$ cat config.mk
export PLATFORM = sky130hd
export DESIGN_NAME = ptw_req_dedup_queue
export DESIGN_NICKNAME = d
export VERILOG_FILES = /design/src/rtl/ptw_req_dedup_queue.sv
export SDC_FILE = /design/constraint.sdc
export NUM_CORES = 1
export LEC_CHECK = 0
export BUFFER_PORTS_ARGS = -buffer_cell sky130_fd_sc_hd__buf_2
export CAP_MARGIN = 20
export CORE_MARGIN = 5
export CORE_UTILIZATION = 59
export DETAILED_ROUTE_END_ITERATION = 8
export HOLD_SLACK_MARGIN = 0.02
export PLACE_DENSITY = 0.82
export SYNTH_ARGS = -nofsm -noshare
export SYNTH_HDL_FRONTEND = slang
export SYNTH_SLANG_ARGS = --single-unit
$ cat constraint.sdc
create_clock -name clock -period 5.05 [get_ports clock]
set_clock_uncertainty 0.05 [all_clocks]
set_input_delay 0.2525 -clock clock [delete_from_list [all_inputs] [get_ports clock]]
set_output_delay 0.2525 -clock clock [all_outputs]
set_load 0.03 [all_outputs]
$ cat src/rtl/ptw_req_dedup_queue.sv
// In-order request scoreboard behind the PTW request arbiter: buffers requests, drops
// null requests and duplicate addresses, issues to memory and retires on in-order responses.
module ptw_req_dedup_queue #(
   parameter int DEPTH  = 4,
   parameter int ADDR_W = 27,
   localparam int IDX_W = $clog2(DEPTH),
   localparam int PTR_W = IDX_W + 1
) (
   input  logic              clock,
   input  logic              reset,
   output logic              io_enq_ready,
   input  logic              io_enq_valid,
   input  logic              io_enq_bits_valid,
   input  logic [ADDR_W-1:0] io_enq_bits_bits_addr,
   input  logic              io_deq_ready,
   output logic              io_deq_valid,
   output logic [ADDR_W-1:0] io_deq_bits_addr,
   input  logic              io_resp_valid,
   output logic              io_resp_err,
   output logic [PTR_W-1:0]  io_count,
   output logic [7:0]        io_drop_count
);

   logic [PTR_W-1:0]  tail_q, tail_d;
   logic [PTR_W-1:0]  iss_q, iss_d;
   logic [PTR_W-1:0]  head_q, head_d;
   logic [7:0]        drop_count_q, drop_count_d;
   logic              resp_err_q, resp_err_d;
   logic [ADDR_W-1:0] mem_q [DEPTH];

   logic [PTR_W-1:0]  occupancy;
   logic [PTR_W-1:0]  pending;
   logic [PTR_W-1:0]  inflight;
   logic [DEPTH-1:0]  match_vec;
   logic              addr_hit;
   logic              enq_fire;
   logic              enq_store;
   logic              enq_drop;
   logic              deq_fire;

   assign occupancy = tail_q - head_q;
   assign pending   = tail_q - iss_q;
   assign inflight  = iss_q - head_q;

   // A slot is allocated when its distance from head (mod DEPTH) is below the occupancy;
   // this covers both pending and in-flight entries, including one retiring this cycle.
   generate
      for (genvar gi = 0; gi < DEPTH; gi++) begin : g_match
         logic [IDX_W-1:0] slot_off;
         assign slot_off      = IDX_W'(gi) - head_q[IDX_W-1:0];
         assign match_vec[gi] = ({1'b0, slot_off} < occupancy) &&
                                (mem_q[gi] == io_enq_bits_bits_addr);
      end
   endgenerate

   assign addr_hit  = |match_vec;
   assign enq_fire  = io_enq_valid & io_enq_ready;
   assign enq_store = enq_fire & io_enq_bits_valid & ~addr_hit;
   assign enq_drop  = enq_fire & ~enq_store;
   assign deq_fire  = io_deq_valid & io_deq_ready;

   always_comb begin
      tail_d       = tail_q;
      iss_d        = iss_q;
      head_d       = head_q;
      drop_count_d = drop_count_q;
      resp_err_d   = 1'b0;
      if (enq_store) begin
         tail_d = tail_q + PTR_W'(1);
      end
      if (enq_drop && (drop_count_q != 8'hFF)) begin
         drop_count_d = drop_count_q + 8'd1;
      end
      if (deq_fire) begin
         iss_d = iss_q + PTR_W'(1);
      end
      if (io_resp_valid) begin
         if (inflight != '0) begin
            head_d = head_q + PTR_W'(1);
         end else begin
            resp_err_d = 1'b1;
         end
      end
   end

   always_ff @(posedge clock) begin
      if (reset) begin
         tail_q       <= '0;
         iss_q        <= '0;
         head_q       <= '0;
         drop_count_q <= '0;
         resp_err_q   <= 1'b0;
      end else begin
         tail_q       <= tail_d;
         iss_q        <= iss_d;
         head_q       <= head_d;
         drop_count_q <= drop_count_d;
         resp_err_q   <= resp_err_d;
      end
   end

   // Entry storage carries no reset; only slots inside [head, tail) are ever trusted.
   always_ff @(posedge clock) begin
      if (!reset && enq_store) begin
         mem_q[tail_q[IDX_W-1:0]] <= io_enq_bits_bits_addr;
      end
   end

   assign io_enq_ready     = (occupancy != PTR_W'(DEPTH));
   assign io_deq_valid     = (pending != '0);
   assign io_deq_bits_addr = mem_q[iss_q[IDX_W-1:0]];
   assign io_resp_err      = resp_err_q;
   assign io_count         = occupancy;
   assign io_drop_count    = drop_count_q;

endmodule

# Word level (Yosys, flattened, before mapping)
# Memories as Yosys holds them, arrays and structs flattened. A register that Yosys moved wholly into a read port is not among the register bits.
# Index checks and enable logic that the tools add are counted.
dict set report classes {
  mux 5
  reduce_logical 12
  magnitude_cmp 4
  n_eq_ne 6
  n_bitwise 8
  addsub 11
}
# op count
set ops {}
lappend ops {{$eq A27 B27 Y1} 4}
lappend ops {{$lt A2 B3 Y1} 4}
lappend ops {{$add A3 B1 Y3 const B} 3}
lappend ops {{$sub A3 B3 Y3} 3}
lappend ops {{$add A8 B1 Y8 const B} 1}
lappend ops {{$ne A8 B8 Y1 const B} 1}
lappend ops {{$logic_and A1 B1 Y1} 6}
lappend ops {{$reduce_bool A3 Y1} 2}
lappend ops {{$and A1 B1 Y1} 5}
lappend ops {{$mux W2} 2}
lappend ops {{$reduce_or A4 Y1} 1}
lappend ops {{$sub A1 B2 Y2 const A} 2}
lappend ops {{$sub A2 B2 Y2 const A} 2}
lappend ops {{$mux W1} 3}
lappend ops {{$ne A3 B3 Y1 const B} 1}
lappend ops {{$not A1 Y1} 3}
lappend ops {{$reduce_and A2 Y1} 1}
lappend ops {{$reduce_or A2 Y1} 1}
lappend ops {{$logic_not A1 Y1} 1}
dict set report word_totals {
  regBits 18
  word_cells 52
  out_inout_bits 41
  ramBits 108
  memories 1
  inputBits 33
}
# name depth width rd rd_clocked_by_memory_dff write_ports line
set memory_table {}
lappend memory_table {mem_q 4 27 5 1 1 29} ;# logic [ADDR_W-1:0] mem_q [DEPTH];

# Logic depth before layout (Yosys ltp)
dict set report logic_depth {
  word_depth 9
  depth_mapped 14
  ltp_nobuf 13
}

# Worst setup path before layout
# OpenSTA, ideal clock, no wires.
dict set report synth_path {
  path_kind {register to register}
  start {reg tail_q[0]}
  end {mem mem_q[3][0] (enable)}
  stages_incl_launch_ff 14
  setup_time_ps 411
  synth_period_minus_slack_ps 4537
  n_path_buf 1
  required_time_ps 4589
  path_slack_ps 513
  arrival_time_ps 4076
  cell_sequence {dfxtp_1 -> inv_1 -> ha_1 -> inv_1 -> fa_1 -> inv_1 -> ha_1 -> nor2b_1 -> o21ai_0 -> a311o_1 -> nor4_4 -> buf_6 -> nand2_2 -> nor2_1}
}
dict set report synth_between {
  elab_chain_len 9
  word_cells_on_any_way 18
  cone_classes {add/sub: 1; order compare: 4; eq/ne: 1; mux: 2; bitwise: 4; reduce/logical: 6}
}
# element line
set synth_lines {}
lappend synth_lines {{start: declaration} 24} ;# logic [PTR_W-1:0] tail_q, tail_d;
lappend synth_lines {{start signal: assignment} 94} ;# tail_q <= tail_d;
lappend synth_lines {{$sub A3 B3 Y3 *} 41} ;# assign occupancy = tail_q - head_q;
lappend synth_lines {{via io_count[1]} 20} ;# output logic [PTR_W-1:0] io_count,
lappend synth_lines {{$lt A2 B3 Y1} 51} ;# assign match_vec[gi] = ({1'b0, slot_off} < occupancy) &&
lappend synth_lines {{$logic_and A1 B1 Y1} 51}
lappend synth_lines {{$reduce_or A4 Y1} 56} ;# assign addr_hit = |match_vec;
lappend synth_lines {{$not A1 Y1} 58} ;# assign enq_store = enq_fire & io_enq_bits_valid & ~addr_hit;
lappend synth_lines {{$and A1 B1 Y1 *} 58}
lappend synth_lines {{$logic_and A1 B1 Y1 *} 104} ;# if (!reset && enq_store) begin
lappend synth_lines {{$mux W1 *} 104}
lappend synth_lines {{$mux W1 (implied by the code) *} 105} ;# mem_q[tail_q[IDX_W-1:0]] <= io_enq_bits_bits_addr;
lappend synth_lines {{end: declaration} 29}
# The timed path passes the listed nets; every way through them passes the cells marked *.

# Final worst setup path
dict set report layout_path {
  start {reg tail_q[0]}
  end {mem mem_q[3][25] (enable)}
}
dict set report layout_between {
  elab_chain_len 9
  word_cells_on_any_way 18
  cone_classes {add/sub: 1; order compare: 4; eq/ne: 1; mux: 2; bitwise: 4; reduce/logical: 6}
}
# element line
set layout_lines {}
lappend layout_lines {{$sub A3 B3 Y3} 41}
lappend layout_lines {{$lt A2 B3 Y1} 51}
lappend layout_lines {{$logic_and A1 B1 Y1} 51}
lappend layout_lines {{$reduce_or A4 Y1} 56}
lappend layout_lines {{$not A1 Y1} 58}
lappend layout_lines {{$and A1 B1 Y1} 58}
lappend layout_lines {{$logic_and A1 B1 Y1} 104}
lappend layout_lines {{$mux W1} 104}
lappend layout_lines {{$mux W1 (implied by the code)} 105}
# Several ways; a longest one is shown, not always the timed one.

==> flow_summary.ini <==
[timing]
slew_viol_final = 0
fmax_mhz = 247
setup_violations = 0
slew_headroom_pct = 44.1
hold_violations = 0
worst_slew_pin_slew_ns = 0.832
period_share_pct = 80.3
rsz0062_at_grt = no
period_needed_ns = 4.05
fin_setup_tns_ns = 0

[floorplanning]
die_x_um = 114
boundaryPins = 74
start_util_pct = 59.5
die_h_um = 114
num_rows = 38
core_mm2 = 0.0107
dieArea_mm2 = 0.0130

[synthesis]
async_reset_ff_share_pct = 0
synth_top_area_share_pct = 50.7
synth_area_mm2 = 0.00639
syn_inst = 436
yosysMostFrequentCell = edfxtp_1
yosysSeqAreaShare_pct = 57.0
yosysUniqueCellTypes = 38
synthFlopType = edfxtp_1
synth_top_cell_by_area = edfxtp_1
yosys_warnings = 0
netlist_top_cells_count = edfxtp_1 (108), xor2_1 (85), xnor2_1 (32)
yosys-top-cells-area = edfxtp_1 (51%), xor2_1 (12%), mux4_2 (9.5%)
syn-num-nets = 489
ys_ff_latch = 128
synth-edff-count = 108
syn_avg_cell_area_um2 = 14.7

[layout]
n_antenna_cell = 0
nets = 605
fillers = 701
multi_input_area_mm2 = 0.00265
drive_gt1_share_pct = 25.9
post-route-util_pct = 72.9
area_delta_synth_final_pct = 22.6
ff_latch_area_mm2 = 0.00364
instances_no_fill = 704

[worst_setup_path]
rr_worst_depth = 13
worstPathMaxFanout = 27
worstSetupStartpoint = tail_q[0]
crit_type = reg -> reg
endpoint = mem_q[3][25]
slowest_stage = nor4_4
crit_cells = 13
cp_data_required_time_ns = 5.17
crit_top_cell = inv_1
cp.arrival_ns = 4.17
r2r_start = tail_q[0]
crit_chain = inv_1, ha_1, inv_1, fa_1, inv_1, ha_1, nor2b_1, o21ai_0, a311o_1, nor4_4, nand2_2, nor2_2, buf_4
path_delay_family = simple AND/OR/NAND/NOR gates
worstSetupEndpointType = flop
rr_endpoint = mem_q[3][25]
rrSetupSlack_ns = 1.0
cp-start-kind = flop
critPathMaxStageDelay_ns = 0.77
crit_buf_inv = 4

[placement]
portBuffers = 73
globalplace.congestion = 0.861
dp_hpwl_um = 9640
dp_cells = 644

[global_routing]
overflow = 0
grt_max_degree = 28
grt_use_total_pct = 23.5
grt_pass1_wl_um = 22700
first_global_vias = 4224
antenna_found_initial = 0

[power]
ir_drop_mv = 0.317
power_leakage_nw = 2.90
power_density_mw_per_mm2 = 430
total_power_w = 0.00337

[run]
drv_cap = 0

[clocking]
cts_buffers = 17
cts_setup_buffers = 0
clock-sinks = 128
post_cts_resized = 0
cts_max_level = 4
cts_tree = done
clk_latency_ns = 0.52
clkTransAtPathRegs_ns = 0.06
clock-root-buffer = clkbuf_8
clock_path_buffers = 2

[route]
via_per_inst = 5.78
ant_nets = 0
drt_first_pass_iters = 5
post_drt_wl_per_cell_um = 20.8
num_vias = 4068
drc_errors = 0
drt-total-wl_um = 14600
drt_iter0_drc = 341

[status]
outcome = finished clean

[worst_hold_path]
worstHoldPathType = in -> reg
[cell usage in the layout, fill, tap and decap left out, drive strengths merged, types with 2 or more instances in the layout]
master,Yosys,layout
edfxtp,108,108
xor2,85,85
buf,4,79
xnor2,32,32
dlygate4sd3,0,28
mux4,27,27
nor4,23,23
nor2,21,21
dfxtp,20,20
ha,19,19
clkbuf,6,18
inv,15,16
nand4,10,10
nor2b,8,8
nand3,7,7
and3,7,7
nand2,7,7
clkinv,0,7
nor3,6,6
a21oi,5,5
mux2,5,5
bufinv,0,4
or4,3,3
mux2i,3,3
o21ai,2,2
nand2b,2,2
o31ai,2,2
[worst min-delay path: cells and delay by family]
kind / cells / cell delay (ns)
and+or+nand+nor: 2 / 0.15
buffers and inverters: 1 / 0.11
xor gates and xnor gates: 1 / 0.06
[repair_timing]
action                                 4_1_cts  5_1_grt
hold buffers                                28        0
setup endpoints to repair                    0        0
endpoints found under the hold margin      109        0
[power by group]
part | internal [W] | switching, W
registers | 0.00119 | 0.0000395
clock network | 0.000801 | 0.000443
logic | 0.000355 | 0.000536
total | 0.00235 | 0.00102
[layout make-up]
type,instances,area share [%]
Multi-Input combinational cell,283,33.8
Sequential cell,128,46.5
Inverter,15,0.719
Timing Repair Buffer,107,8.97
Tap cell,140,2.24
Clock inverter,13,2.41
Clock buffer,18,5.33
[metal layers]
metal / global-route usage [%] / share of wire, %
met5: 0 / 0
met4: 9.03 / 2.2
met3: 5.07 / 7.7
met2: 39.5 / 51
met1: 30.0 / 39
[logic make-up after synthesis]
| family | count (synthesis) | share of synthesized area, % |
|---|---|---|
| flip-flops | 128 | 57.0 |
| XOR/XNOR | 118 | 16.4 |
| AND/OR/NAND/NOR | 98 | 8.73 |
| multiplexers | 35 | 11.0 |
| buffers and inverters | 25 | 1.60 |
| adder cells (fa/ha/maj) | 20 | 4.03 |
| AO/OA/AOI/OAI | 12 | 1.23 |
[sequential cells by signal, summed over array words and instances, names as in the netlist, named ones only]
register / cells
iss_q: 3
mem_q: 108
head_q: 3
tail_q: 3
io_drop_count: 8
io_resp_err: 1
[stage by stage]
step | hold slack, ns | instance area, µm² | worst slack, ns
floorplan | 0.301 | 6390 | 0.513
global placement | 0.439 | 6930 | 1.24
detailed placement | 0.447 | 6930 | 1.06
CTS | 0.0263 | 7820 | 1.04
global route | 0.0545 | 7840 | 0.783
finish | 0.0481 | 7840 | 0.997
[worst min path at each step]
| stage | cells past startpoint | slack, ns | endpoint | startpoint |
|---|---|---|---|---|
| detailed placement | 2 | 0.45 | io_drop_count[7] | io_drop_count[7] |
| CTS | 4 | 0.03 | iss_q[2] | io_deq_ready |
| global route | 4 | 0.05 | iss_q[2] | io_deq_ready |
| floorplan | 0 | 0.30 | mem_q[0][0] | io_enq_bits_bits_addr[0] |
| global placement | 2 | 0.44 | io_drop_count[7] | io_drop_count[7] |
| finish | 4 | 0.05 | iss_q[2] | io_deq_ready |
No activity file was read; power rests on OpenSTA's default activity.
